### src/rtl/alu_share_arb.sv
// Round-robin arbiter that shares one combinational ALU between two requesters.
// One op is in flight at a time; the response is registered and held until consumed.
//
// state | meaning
// IDLE  | waiting for a request; grant is offered combinationally
// EXEC  | latched op drives the ALU; result is captured at the end of the cycle
// RESP  | response held on rsp_*_o for the owner until it takes it
module alu_share_arb #(
  parameter int XLEN = 32
) (
  input  logic              clk,
  input  logic              rst,
  input  logic [1:0]        req_valid_i,
  output logic [1:0]        req_ready_o,
  input  logic [7:0]        req_ctr_i,
  input  logic [2*XLEN-1:0] req_a_i,
  input  logic [2*XLEN-1:0] req_b_i,
  output logic [3:0]        alu_ctr_o,
  output logic [XLEN-1:0]   alu_a_o,
  output logic [XLEN-1:0]   alu_b_o,
  input  logic [XLEN-1:0]   alu_res_i,
  output logic [1:0]        rsp_valid_o,
  input  logic [1:0]        rsp_ready_i,
  output logic [XLEN-1:0]   rsp_data_o,
  output logic              rsp_err_o
);

  typedef enum logic [1:0] {IDLE, EXEC, RESP} state_t;

  state_t            state;
  logic              rr_ptr;
  logic              owner;
  logic              illegal_q;
  logic              grant;
  logic              sel_legal;
  logic [3:0]        sel_ctr;
  logic [XLEN-1:0]   sel_a;
  logic [XLEN-1:0]   sel_b;

  always_comb begin
    grant = (req_valid_i == 2'b11) ? rr_ptr : req_valid_i[1];
    sel_ctr = grant ? req_ctr_i[7:4] : req_ctr_i[3:0];
    sel_a   = grant ? req_a_i[2*XLEN-1:XLEN] : req_a_i[XLEN-1:0];
    sel_b   = grant ? req_b_i[2*XLEN-1:XLEN] : req_b_i[XLEN-1:0];
    case (sel_ctr)
      4'b0000, 4'b1000, 4'b0001, 4'b0010, 4'b0011,
      4'b0100, 4'b0101, 4'b1101, 4'b0110, 4'b0111: sel_legal = 1'b1;
      default:                                      sel_legal = 1'b0;
    endcase
    // ready depends only on state and request valid, never on rsp_ready_i
    req_ready_o = 2'b00;
    if (state == IDLE && !rst && (|req_valid_i))
      req_ready_o[grant] = 1'b1;
  end

  always_ff @(posedge clk) begin
    if (rst) begin
      state       <= IDLE;
      rr_ptr      <= 1'b0;
      owner       <= 1'b0;
      illegal_q   <= 1'b0;
      alu_ctr_o   <= '0;
      alu_a_o     <= '0;
      alu_b_o     <= '0;
      rsp_valid_o <= 2'b00;
      rsp_data_o  <= '0;
      rsp_err_o   <= 1'b0;
    end else begin
      case (state)
        IDLE: begin
          if (|req_valid_i) begin
            owner     <= grant;
            illegal_q <= !sel_legal;
            // illegal ops still run through EXEC, but with a quiet ALU
            alu_ctr_o <= sel_legal ? sel_ctr : 4'b0000;
            alu_a_o   <= sel_legal ? sel_a : '0;
            alu_b_o   <= sel_legal ? sel_b : '0;
            state     <= EXEC;
          end
        end
        EXEC: begin
          rsp_data_o  <= illegal_q ? '0 : alu_res_i;
          rsp_err_o   <= illegal_q;
          rsp_valid_o <= owner ? 2'b10 : 2'b01;
          alu_ctr_o   <= '0;
          alu_a_o     <= '0;
          alu_b_o     <= '0;
          state       <= RESP;
        end
        RESP: begin
          if (rsp_ready_i[owner]) begin
            rsp_valid_o <= 2'b00;
            rr_ptr      <= ~owner;
            state       <= IDLE;
          end
        end
        default: state <= IDLE;
      endcase
    end
  end

endmodule

### config.mk
export PLATFORM = sky130hd
export DESIGN_NAME = alu_share_arb
export DESIGN_NICKNAME = d
export VERILOG_FILES = /design/src/rtl/alu_share_arb.sv
export SDC_FILE = /design/constraint.sdc
export NUM_CORES = 1
export LEC_CHECK = 0
export CAP_MARGIN = 20
export CORE_MARGIN = 4
export CORE_UTILIZATION = 40
export DETAILED_ROUTE_END_ITERATION = 6
export PLACE_DENSITY_LB_ADDON = 0.25
export SETUP_SLACK_MARGIN = 0.15
export SYNTH_ARGS = -nofsm -noshare
export SYNTH_HDL_FRONTEND = slang
export SYNTH_SLANG_ARGS = --single-unit
### constraint.sdc
create_clock -name clk -period 2.76 [get_ports clk]
set_clock_uncertainty 0.15 [all_clocks]
set_input_delay 0.552 -clock clk [delete_from_list [all_inputs] [get_ports clk]]
set_output_delay 0.552 -clock clk [all_outputs]
set_load 0.01 [all_outputs]
== After elaboration in Yosys (flattened, before gate mapping) ==
Memories as Yosys holds them, arrays and structs flattened.
Index checks and enable logic that the tools add are counted.
Widths: inputs -> output; s select.

* Bits in read-only memories: 16
* Register bits: 108
* Word-level logic and storage cells: 58
* Input bits: 174
* Memories kept: 1
* Output and inout bits: 105

* $lt $le $gt $ge: 3
* Reduce and logical (&&, ||, !) cells: 14
* Mux-type cells: 24
* Bitwise operators: 1
* Equality and inequality tests: 5

{| class="wikitable"
|+ Memories
! name !! depth !! bits a word !! rd ports !! clocked after Yosys merged registers in !! wr ports !! line !! source
|-
| (no name shown) || 16 || 1 || 1 || 0 || 0 || 45 || <nowiki>case (sel_ctr)</nowiki>
|}

{| class="wikitable"
|+ Operator list
! kind !! count
|-
| $mux 32 || 7
|-
| $pmux 32 s2 || 2
|-
| $mux 4 || 3
|-
| $reduce_and 2->1 || 5
|-
| $mux 2 || 4
|-
| $pmux 4 s2 || 1
|-
| $pmux 2 s3 || 1
|-
| $eq 2x2->1 const B || 2
|-
| $lt 1x2->1 const B || 2
|-
| $mux 1 || 4
|-
| $pmux 2 s2 || 1
|-
| $reduce_bool 2->1 || 2
|-
| $logic_and 1x1->1 || 3
|-
| $eq 2x1->1 const B || 1
|-
| $logic_not 1->1 || 2
|-
| $logic_not 2->1 || 1
|-
| $ne 2x1->1 const B || 1
|-
| $ne 2x2->1 const B || 1
|-
| $reduce_or 2->1 || 1
|-
| $demux 1 s1 || 1
|-
| $ge 1x1->1 const B || 1
|-
| $not 1->1 || 1
|}

== Logic depth before layout (Yosys ltp) ==
Gate-level depths: netlist of the first run.

* Depth after elaboration: 7
* Mapped depth: 7
* Depth with buffers taken out: 4

== Least setup slack after synthesis of the first run ==
Ideal clock, no wire load.

* Path type: input port to output port
* From: in req_valid_i[1]
* To: out req_ready_o[0]
* Data arrival time: 1.299 ns
* Cell stages on the path: 4
* Buffers on the path: 2
* Path slack: 0.759 ns
* Data required time: 2.058 ns
* Cell sequence: buf_2 > nand2_1 > buf_2 > and2_1

* Word-level cells in the longest chain between the ends: 7
* Elaborated cells between the ends (all ways): 10
* Classes of those cells: 2 x order compare; 1 x eq/ne; 4 x mux; 3 x reduce/logical

{| class="wikitable"
|+ Ends and longest elaborated chain
! what !! line !! source
|-
| start: declaration || 13 || <nowiki>input logic [1:0] req_valid_i,</nowiki>
|-
| $eq 2x2->1 || 41 || <nowiki>grant = (req_valid_i == 2'b11) ? rr_ptr : req_valid_i[1];</nowiki>
|-
| $mux 1 || 41 ||
|-
| $lt 1x2->1 (implied by the code) / $ge 1x1->1 (equally long branches) || 53 || <nowiki>req_ready_o[grant] = 1'b1;</nowiki>
|-
| $logic_and 1x1->1 (implied by the code) || 53 ||
|-
| $mux 1 (implied by the code) || 53 ||
|-
| $demux 1 s1 || 53 ||
|-
| $mux 2 * || 52 || <nowiki>if (state == IDLE && !rst && (|req_valid_i))</nowiki>
|-
| end: declaration || 14 || <nowiki>output logic [1:0] req_ready_o,</nowiki>
|}

Every way passes the cells marked *; elsewhere a longest branch is shown, timed or not.

== Worst setup path in the final report of the first run ==
* From: in req_valid_i[0]
* To: out req_ready_o[1]

The elaborated chain is that of the path after synthesis.

==> qor.yml, run 1 <==
run_status:
  outcome: "finished, final reports clean"
synth:
  ys_warn_count: 0
  ys.flop_type: "dfxtp_1"
  synth_largest_area_cell: "dfxtp_1"
  synthTopCellsByArea: "dfxtp_1, mux2i_1, o2bb2ai_2"
  synth_compound_area_share_pct: 22.7
  synth-simple-area-share_pct: 9.92
  async_flop_share_pct: 0
  synthAdderAreaFrac_pct: 0
  synth_common_cells: "dfxtp_1, mux2i_1, nor2_1"
  yosysSeqAreaShare_pct: 47.0
  synth_xor_area_share_pct: 0.381
  synth-seq-cells: 108
  synthDistinctLibCells: 30
  yosysMostFrequentCell: "dfxtp_1"
  synth_edf_count: 0
  synth_area_sq_um: 4600
  avgSynthCellArea_sq_um: 10.9
  syn_nets: 597
  synthMuxAreaShare_pct: 15.5
  synthDominantCellAreaShare_pct: 47.0
  synthCells: 423
  synth_top_family_by_area: "compound AO/OA/AOI/OAI gates"
sta:
  finalHoldViolCount: 0
  post-route-min-period_ns: 2.42
  rsz0062_at_grt: "false"
  maxSlewViolCount: 0
  postLayoutSetupSlackWorst_ns: 0.342
  slew_headroom_pct: 48.0
  worstMarginPinSlew_ns: 0.779
  fin_tns_setup_ns: 0
  fmaxAchievable_ghz: 0.413
  setup_violations: 0
  finalCritPeriodShare_pct: 87.6
floorplanning:
  die_width_um: 115
  die_h_um: 115
  rows: 38
  io_pins: 279
  start_util_pct: 41.7
  fp.coreArea_sq_um: 11000
  die_area_sq_um: 13300
finish:
  num_antenna_cells: 0
  synthToLayoutAreaGrowth_pct: 69.8
  fin_nets: 863
  layout-drive-gt1-share_pct: 9.80
detailed_routing:
  drtIter0Drc: 166
  drtPass1Iterations: 4
  drc: 0
  vias: 4320
  routedWlPerCell_um: 18.0
  via_per_inst: 5.18
  ant_nets: 0
  routed_wirelength_mm: 15.0
placed_design:
  dp_hpwl_mm: 11.5
  gp_congestion: 0.769
  pre_cts_ws_ns: -0.0495
  portBuffers: 278
worst_setup_path:
  required_ns: 2.06
  arrival_ns: 1.72
  cp_max_fo: 3
  crit_type: "input port to output port"
  startpoint_type: "input port"
  cp-end-kind: "output port"
power:
  power_density_nw_per_um2: 515
  irDropWorstVdd_uv: 279
  combPwrFrac_pct: 25.1
  switching_power_mw: 1.05
  clockPowerShare_pct: 31.3
  share_seq_of_total_power_pct: 43.6
  internal_power_mw: 2.97
  sw_frac_of_total_pct: 26.1
  power_leakage_nw: 3.23
clock_tree:
  cts_setup_buffers: 0
  clock_sinks: 108
  htreeDepth: 3
  insertion_delay_ns: 0.33
  cts_buffers: 9
  ctsHoldBuffers: 0
  cts_buffer_depth: 2
  cts_tree: "yes"
  path_clk_slew_ns: 0.07
  root_buffer: "clkbuf_16"
grt:
  grt_first_pass_wirelength_mm: 22.9
  grt_max_degree: 57
  grtUsageTotal_pct: 22.0
  globalRouteOverflowTotal: 0
  antenna_found_initial: 0
  grt_pass1_vias: 4562
hold_path:
  hold_class: "flop to flop"
flow_run:
  maxCapViolCount: 0
## path summary, 6_finish.rpt
check | start | to | slack (ns) | cells after the start
worst max-delay path | req_valid_i[0] | req_ready_o[1] | 0.34 | 5
worst min-delay path | illegal_q$_SDFFE_PP0P_ | rsp_err_o$_SDFFE_PP0P_ | 0.31 | 2
worst max register to register | rr_ptr$_SDFFE_PP0P_ | alu_a_o[19]$_SDFFE_PP0P_ | 0.86 | 6
worst min register to register | illegal_q$_SDFFE_PP0P_ | rsp_err_o$_SDFFE_PP0P_ | 0.31 | 2
## cell families after synthesis
| kind of cell | Yosys count |
|---|---|
| xor+xnor | 2 |
| buf+inv | 39 |
| mux | 71 |
| compound gates | 113 |
| flops | 108 |
| simple gates | 90 |
## sequential cells by signal, summed over array words and instances, names as in the netlist
signal and count:
owner 1, alu_a_o 32, state 2, alu_b_o 32, alu_ctr_o 4, rsp_err_o 1, rr_ptr 1, rsp_valid_o 2
illegal_q 1, rsp_data_o 32
## layer usage
metal / GRT usage, % / vias to the layer above / share of wire [%]
li1: - / 2085 / -
met1: 24.4 / 1997 / 39
met2: 38.1 / 204 / 49
met3: 6.42 / 34 / 8.6
met4: 11.1 / 0 / 3.8
met5: 0 / - / 0
## worst max-delay path, stage by stage
cell	delay [ns]
clkdlybuf4s50_1	0.50
nor2_1	0.09
nor4_4	0.24
nor2b_2	0.20
clkbuf_2	0.13
## cells in the final DEF (no fill, tap or decap), drive strengths merged, types with 3 or more instances in the layout
cell type	n
buf	14
a21oi	35
and3	32
nand2	4
mux2i	69
nor2	44
clkdlybuf4s50	276
o2bb2ai	68
dfxtp	108
nor2b	3
clkbuf	14
## through the flow
stage / power [mW] / hold slack, ns / instances / instance area, sq um / utilization (%)
2_1_floorplan: 2.22 / 0.282 / 423 / 4600 / -
3_3_place_gp: 2.78 / 0.293 / 818 / 7540 / 68.3
3_5_place_dp: 2.81 / 0.298 / 818 / 7540 / 68.3
4_1_cts: 4.07 / 0.317 / 834 / 7820 / 70.9
5_1_grt: 4.20 / 0.325 / 834 / 7820 / 70.8
6_report: 4.03 / 0.312 / 834 / 7820 / 70.8
## power by group through the flow
| stage | combinational [mW] | clock (mW) | sequential [mW] |
|---|---|---|---|
| final | 1.01 | 1.26 | 1.75 |
| after global routing | 1.08 | 1.35 | 1.77 |
| after CTS | 1.02 | 1.29 | 1.75 |
| after detailed placement | 1.02 | 0 | 1.79 |
| after global placement | 0.998 | 0 | 1.78 |
| after floorplan | 0.394 | 0 | 1.83 |
## what timing repair did
item | CTS | global route
setup endpoints to repair | 2 | 2
gates resized for setup | 2 | 5
pin swaps | 1 | 1
hold endpoints to repair | 0 | 0
## final cells by class
class                           count  area (sq um)
Clock inverter                      4          50.0
Multi-Input combinational cell    276          2260
Fill cell                         849          3220
Timing Repair Buffer              292          2930
Sequential cell                   108          2160
Clock buffer                       12           236
Inverter                            2          7.51
Tap cell                          140           175
(Power assumes the default switching activity.)
==> inputs of run 2 (changes only) <==
--- a/config.mk
+++ b/config.mk
@@ -14,3 +14,4 @@
 export SYNTH_ARGS = -nofsm -noshare
 export SYNTH_HDL_FRONTEND = slang
 export SYNTH_SLANG_ARGS = --single-unit
+export TNS_END_PERCENT = 5
==> run 2 against run 1 <==
  * Critical path depth unchanged
  * Fmax decreased by 3.8%
  * Largest power group unchanged
  * Clock power about the same
  * Cell area about the same
  * Via count about the same
  * Combinational power about the same
  * Sequential cell count unchanged
  * Power about the same
  * Global-route usage unchanged
==> qor.yml, run 2 (synthesis results as in run 1) <==
power:
  power_leakage_nw: 3.24
  finalPower_mw: 4.03
  share_seq_of_total_power_pct: 43.6
  clockPowerShare_pct: 31.3
  combPwrFrac_pct: 25.1
  sw_frac_of_total_pct: 26.1
  irDropWorstVdd_uv: 279
  internal_power_mw: 2.97
  switching_power_mw: 1.05
  power_density_nw_per_um2: 515
floorplanning:
  die_h_um: 115
  rows: 38
  die_area_sq_um: 13300
  fp.coreArea_sq_um: 11000
  io_pins: 279
  start_util_pct: 41.7
  die_width_um: 115
finish:
  final_cell_mix: "clkdlybuf4s50_1, dfxtp_1, mux2i_1, nor2_1, o2bb2ai_1"
  nFillCells: 848
  synthToLayoutAreaGrowth_pct: 69.9
  final_common_cell: "clkdlybuf4s50_1"
  num_antenna_cells: 0
  top_regs: "alu_a_o (32), alu_b_o (32), rsp_data_o (32)"
  layout-drive-gt1-share_pct: 9.65
  fin_nets: 863
  design_area_sq_um: 7820
clock_tree:
  cts_tree: "yes"
  cts_buffer_depth: 2
  clock_sinks: 108
  path_clk_slew_ns: 0.07
  insertion_delay_ns: 0.33
  htreeDepth: 3
  cts_buffers: 9
  cts_setup_buffers: 0
  root_buffer: "clkbuf_16"
run_status:
  outcome: "finished, final reports clean"
worst_setup_path:
  crit_path_top_delay_cell: "clkdlybuf4s50_1"
  critPathMaxStageDelay_ns: 0.50
  path_cells: "clkdlybuf4s50_1 > nor2_1 > nor4_4 > and2_1 > clkdlybuf4s15_1"
  required_ns: 2.06
  startpoint_type: "input port"
  cp-end-kind: "output port"
  path_delay_family: "buffers and inverters"
  reg2reg_slack_ns: 0.86
  crit_type: "input port to output port"
  path_buf_inv: 2
  arrival_ns: 1.81
  cp_max_fo: 3
hold_path:
  hold_class: "flop to flop"
sta:
  setup_violations: 0
  maxSlewViolCount: 0
  postLayoutSetupSlackWorst_ns: 0.247
  fmaxAchievable_ghz: 0.398
  slew_headroom_pct: 48.2
  fin_tns_setup_ns: 0
  finalHoldViolCount: 0
  post-route-min-period_ns: 2.51
  finalCritPeriodShare_pct: 91.0
  rsz0062_at_grt: "true"
  worstMarginPinSlew_ns: 0.776
  hold_slack_ns: 0.312
detailed_routing:
  drtPass1Iterations: 4
  vias: 4319
  drc: 0
  routedWlPerCell_um: 18.0
  routed_wirelength_mm: 15.0
  via_per_inst: 5.18
  drtIter0Drc: 167
  ant_nets: 0
placed_design:
  pre_cts_ws_ns: -0.0495
  gp_congestion: 0.769
  portBuffers: 278
  dpl_cell_area_sq_um: 7540
  dp_hpwl_mm: 11.5
grt:
  grt_pass1_vias: 4562
  grt_first_pass_wirelength_mm: 22.9
  grt_max_degree: 57
  antenna_found_initial: 0
  globalRouteOverflowTotal: 0
  grtUsageTotal_pct: 22.0
flow_run:
  maxCapViolCount: 0
-- run 2: cell types whose count changed in the layout (fill, tap and decap cells not counted) --
cell / delta
clkdlybuf4s15_1: +1
clkbuf_2: -1
-- run 2: path summary, 6_finish.rpt --
| check | endpoint | cells past startpoint | startpoint |
|---|---|---|---|
| setup / recovery | req_ready_o[0] | 5 | req_valid_i[0] |
| hold / removal | rsp_err_o$_SDFFE_PP0P_ | 2 | illegal_q$_SDFFE_PP0P_ |
| setup reg to reg | alu_a_o[19]$_SDFFE_PP0P_ | 6 | rr_ptr$_SDFFE_PP0P_ |
| hold reg to reg | rsp_err_o$_SDFFE_PP0P_ | 2 | illegal_q$_SDFFE_PP0P_ |
-- run 2: final cells by class --
| type | instances | area (sq um) | share of cell area (%) |
|---|---|---|---|
| Timing Repair Buffer | 292 | 2930 | 37.5 |
| Clock inverter | 4 | 50.0 | 0.640 |
| Sequential cell | 108 | 2160 | 27.6 |
| Inverter | 2 | 7.51 | 0.0960 |
| Tap cell | 140 | 175 | 2.24 |
| Multi-Input combinational cell | 276 | 2260 | 28.8 |
| Clock buffer | 12 | 236 | 3.02 |
-- run 2: worst reg2reg max path, delay by kind of cell (launching register included) --
family          cells  cell delay [ns]
flops               1             0.34
simple gates        2             0.32
buf+inv             2             0.59
compound gates      1             0.08
mux                 1             0.32
-- run 2: power groups by stage --
stage	Combinational [mW]	Clock, mW	Sequential [mW]
after floorplan	0.394	0	1.83
after global placement	0.998	0	1.78
after detailed placement	1.02	0	1.79
after CTS	1.02	1.29	1.75
after global routing	1.08	1.35	1.77
final	1.01	1.26	1.75
-- run 2: repair_timing --
item | CTS | global route
gates resized for setup | 2 | 4
pin swaps | 1 | 1
hold buffers | 0 | 0
setup endpoints to repair | 2 | 2
-- run 2: per-stage QoR --
stage,std cells,util [%]
4_1_cts,834,70.9
5_1_grt,834,70.9
3_3_place_gp,818,68.3
2_1_floorplan,423,-
6_report,834,70.9
3_5_place_dp,818,68.3
-- run 2: layer usage --
metal  vias up  GRT usage [%]  wire length [um]
li1       2085              -                 -
met1      1997           24.4              5790
met2       203           38.1              7340
met3        34           6.42              1300
met4         0           11.1               576
met5         -              0                 0
==> inputs of run 3 (changes only) <==
--- a/config.mk
+++ b/config.mk
@@ -11,6 +11,7 @@
 export DETAILED_ROUTE_END_ITERATION = 6
 export PLACE_DENSITY_LB_ADDON = 0.25
 export SETUP_SLACK_MARGIN = 0.15
+export SKIP_CTS_REPAIR_TIMING = 1
 export SYNTH_ARGS = -nofsm -noshare
 export SYNTH_HDL_FRONTEND = slang
 export SYNTH_SLANG_ARGS = --single-unit
==> run 3 against run 2 <==
  * Fmax fell by 1.6%
  * Sequential power about the same
  * Global-route usage is the same
  * Highest routed layer unchanged
  * Worst hold slack hardly changed
==> qor.yml, run 3 (synthesis results as in run 1) <==
sta:
  post-route-min-period_ns: 2.55
  worstMarginPinSlew_ns: 0.778
  postLayoutSetupSlackWorst_ns: 0.206
  slew_headroom_pct: 48.1
  hold_slack_ns: 0.312
  finalCritPeriodShare_pct: 92.5
  fmaxAchievable_ghz: 0.392
  rsz0062_at_grt: "true"
  maxSlewViolCount: 0
  setup_violations: 0
  finalHoldViolCount: 0
detailed_routing:
  drtIter0Drc: 155
  vias: 4315
  drc: 0
  drtPass1Iterations: 4
  via_per_inst: 5.17
  routed_wirelength_mm: 15.1
  routedWlPerCell_um: 18.1
  ant_nets: 0
finish:
  fin_cells: 834
  nFillCells: 844
  top_regs: "alu_a_o (32), alu_b_o (32), rsp_data_o (32)"
  final_cell_mix: "clkdlybuf4s50_1, dfxtp_1, mux2i_1, nor2_1, o2bb2ai_1"
  final_common_cell: "clkdlybuf4s50_1"
  seq_area_sq_um: 2160
  fin_nets: 863
  multi_input_area_sq_um: 2260
  layout-drive-gt1-share_pct: 9.51
  post-route-util_pct: 71.0
  synthToLayoutAreaGrowth_pct: 70.1
  num_antenna_cells: 0
floorplanning:
  io_pins: 279
  fp.coreArea_sq_um: 11000
  die_width_um: 115
  start_util_pct: 41.7
  die_area_sq_um: 13300
  rows: 38
  die_h_um: 115
worst_setup_path:
  arrival_ns: 1.85
  cp-end-kind: "output port"
  startpoint_type: "input port"
  reg2reg_from: "rr_ptr$_SDFFE_PP0P_"
  crit_type: "input port to output port"
  cp_max_fo: 3
  required_ns: 2.06
  worstReg2RegEnd: "alu_a_o[19]$_SDFFE_PP0P_"
  r2r_cells: 6
  reg2reg_slack_ns: 0.85
clock_tree:
  htreeDepth: 3
  root_buffer: "clkbuf_16"
  cts_buffer_depth: 2
  cts_buffers: 9
  cts_tree: "yes"
  insertion_delay_ns: 0.33
  clock_sinks: 108
  path_clk_slew_ns: 0.07
placed_design:
  dp.cells: 818
  pre_cts_ws_ns: -0.0495
  gp_congestion: 0.769
  dp_hpwl_mm: 11.5
  portBuffers: 278
flow_run:
  maxCapViolCount: 0
grt:
  grtUsageTotal_pct: 22.0
  grt_pass1_vias: 4562
  globalRouteOverflowTotal: 0
  grt_max_degree: 57
  grt_first_pass_wirelength_mm: 22.9
  antenna_found_initial: 0
run_status:
  outcome: "finished, final reports clean"
hold_path:
  hp-start: "illegal_q$_SDFFE_PP0P_"
  hold_class: "flop to flop"
  hold_depth: 2
  hold_path_end: "rsp_err_o$_SDFFE_PP0P_"
power:
  power_density_nw_per_um2: 515
  power_leakage_nw: 3.27
  irDropWorstVdd_uv: 280
[run 3: worst max path at each step]
stage | end | slack [ns] | start | cells past startpoint
finish | req_ready_o[1] | 0.21 | req_valid_i[0] | 5
floorplan | req_ready_o[0] | 0.76 | req_valid_i[1] | 4
global route | req_ready_o[1] | 0.04 | req_valid_i[0] | 5
global placement | req_ready_o[0] | -0.05 | req_valid_i[0] | 5
detailed placement | req_ready_o[0] | -0.05 | req_valid_i[0] | 5
CTS | req_ready_o[0] | -0.05 | req_valid_i[0] | 5
[run 3: stage by stage]
stage                     cell area [sq um]  power (mW)  TNS [ns]
after floorplan                        4600        2.22         0
after global placement                 7540        2.78    -0.106
after detailed placement               7540        2.81   -0.0956
after CTS                              7820        4.07   -0.0938
after global routing                   7830        4.20         0
final                                  7830        4.03         0
[run 3: layer usage]
metal / GRT usage [%] / vias to the layer above / routed length [um]
met4: 11.1 / 0 / 576
met5: 0 / - / 0
met1: 24.4 / 2005 / 5770
met2: 38.1 / 191 / 7460
li1: - / 2085 / -
met3: 6.42 / 34 / 1270
[run 3: layout make-up]
| type | instances | share of cell area, % |
|---|---|---|
| well taps | 140 | 2.24 |
| multi-input cells | 276 | 28.8 |
| clock buffers | 12 | 3.02 |
| repair buffers | 292 | 37.6 |
| flip-flops and latches | 108 | 27.6 |
| inverters | 2 | 0.0959 |
| clock inverters | 4 | 0.639 |
[run 3: where the power goes]
group / leakage, nW / total [mW] / switching (mW) / internal, mW
logic: 2.25 / 1.02 / 0.421 / 0.594
clock network: 0.133 / 1.26 / 0.556 / 0.704
registers: 0.883 / 1.75 / 0.0775 / 1.68
[run 3: critical path, cell delays in order]
cell,delay (ns)
clkdlybuf4s50_1,0.50
nor2_1,0.09
nor4_4,0.33
nor2b_2,0.22
dlymetal6s2s_1,0.17
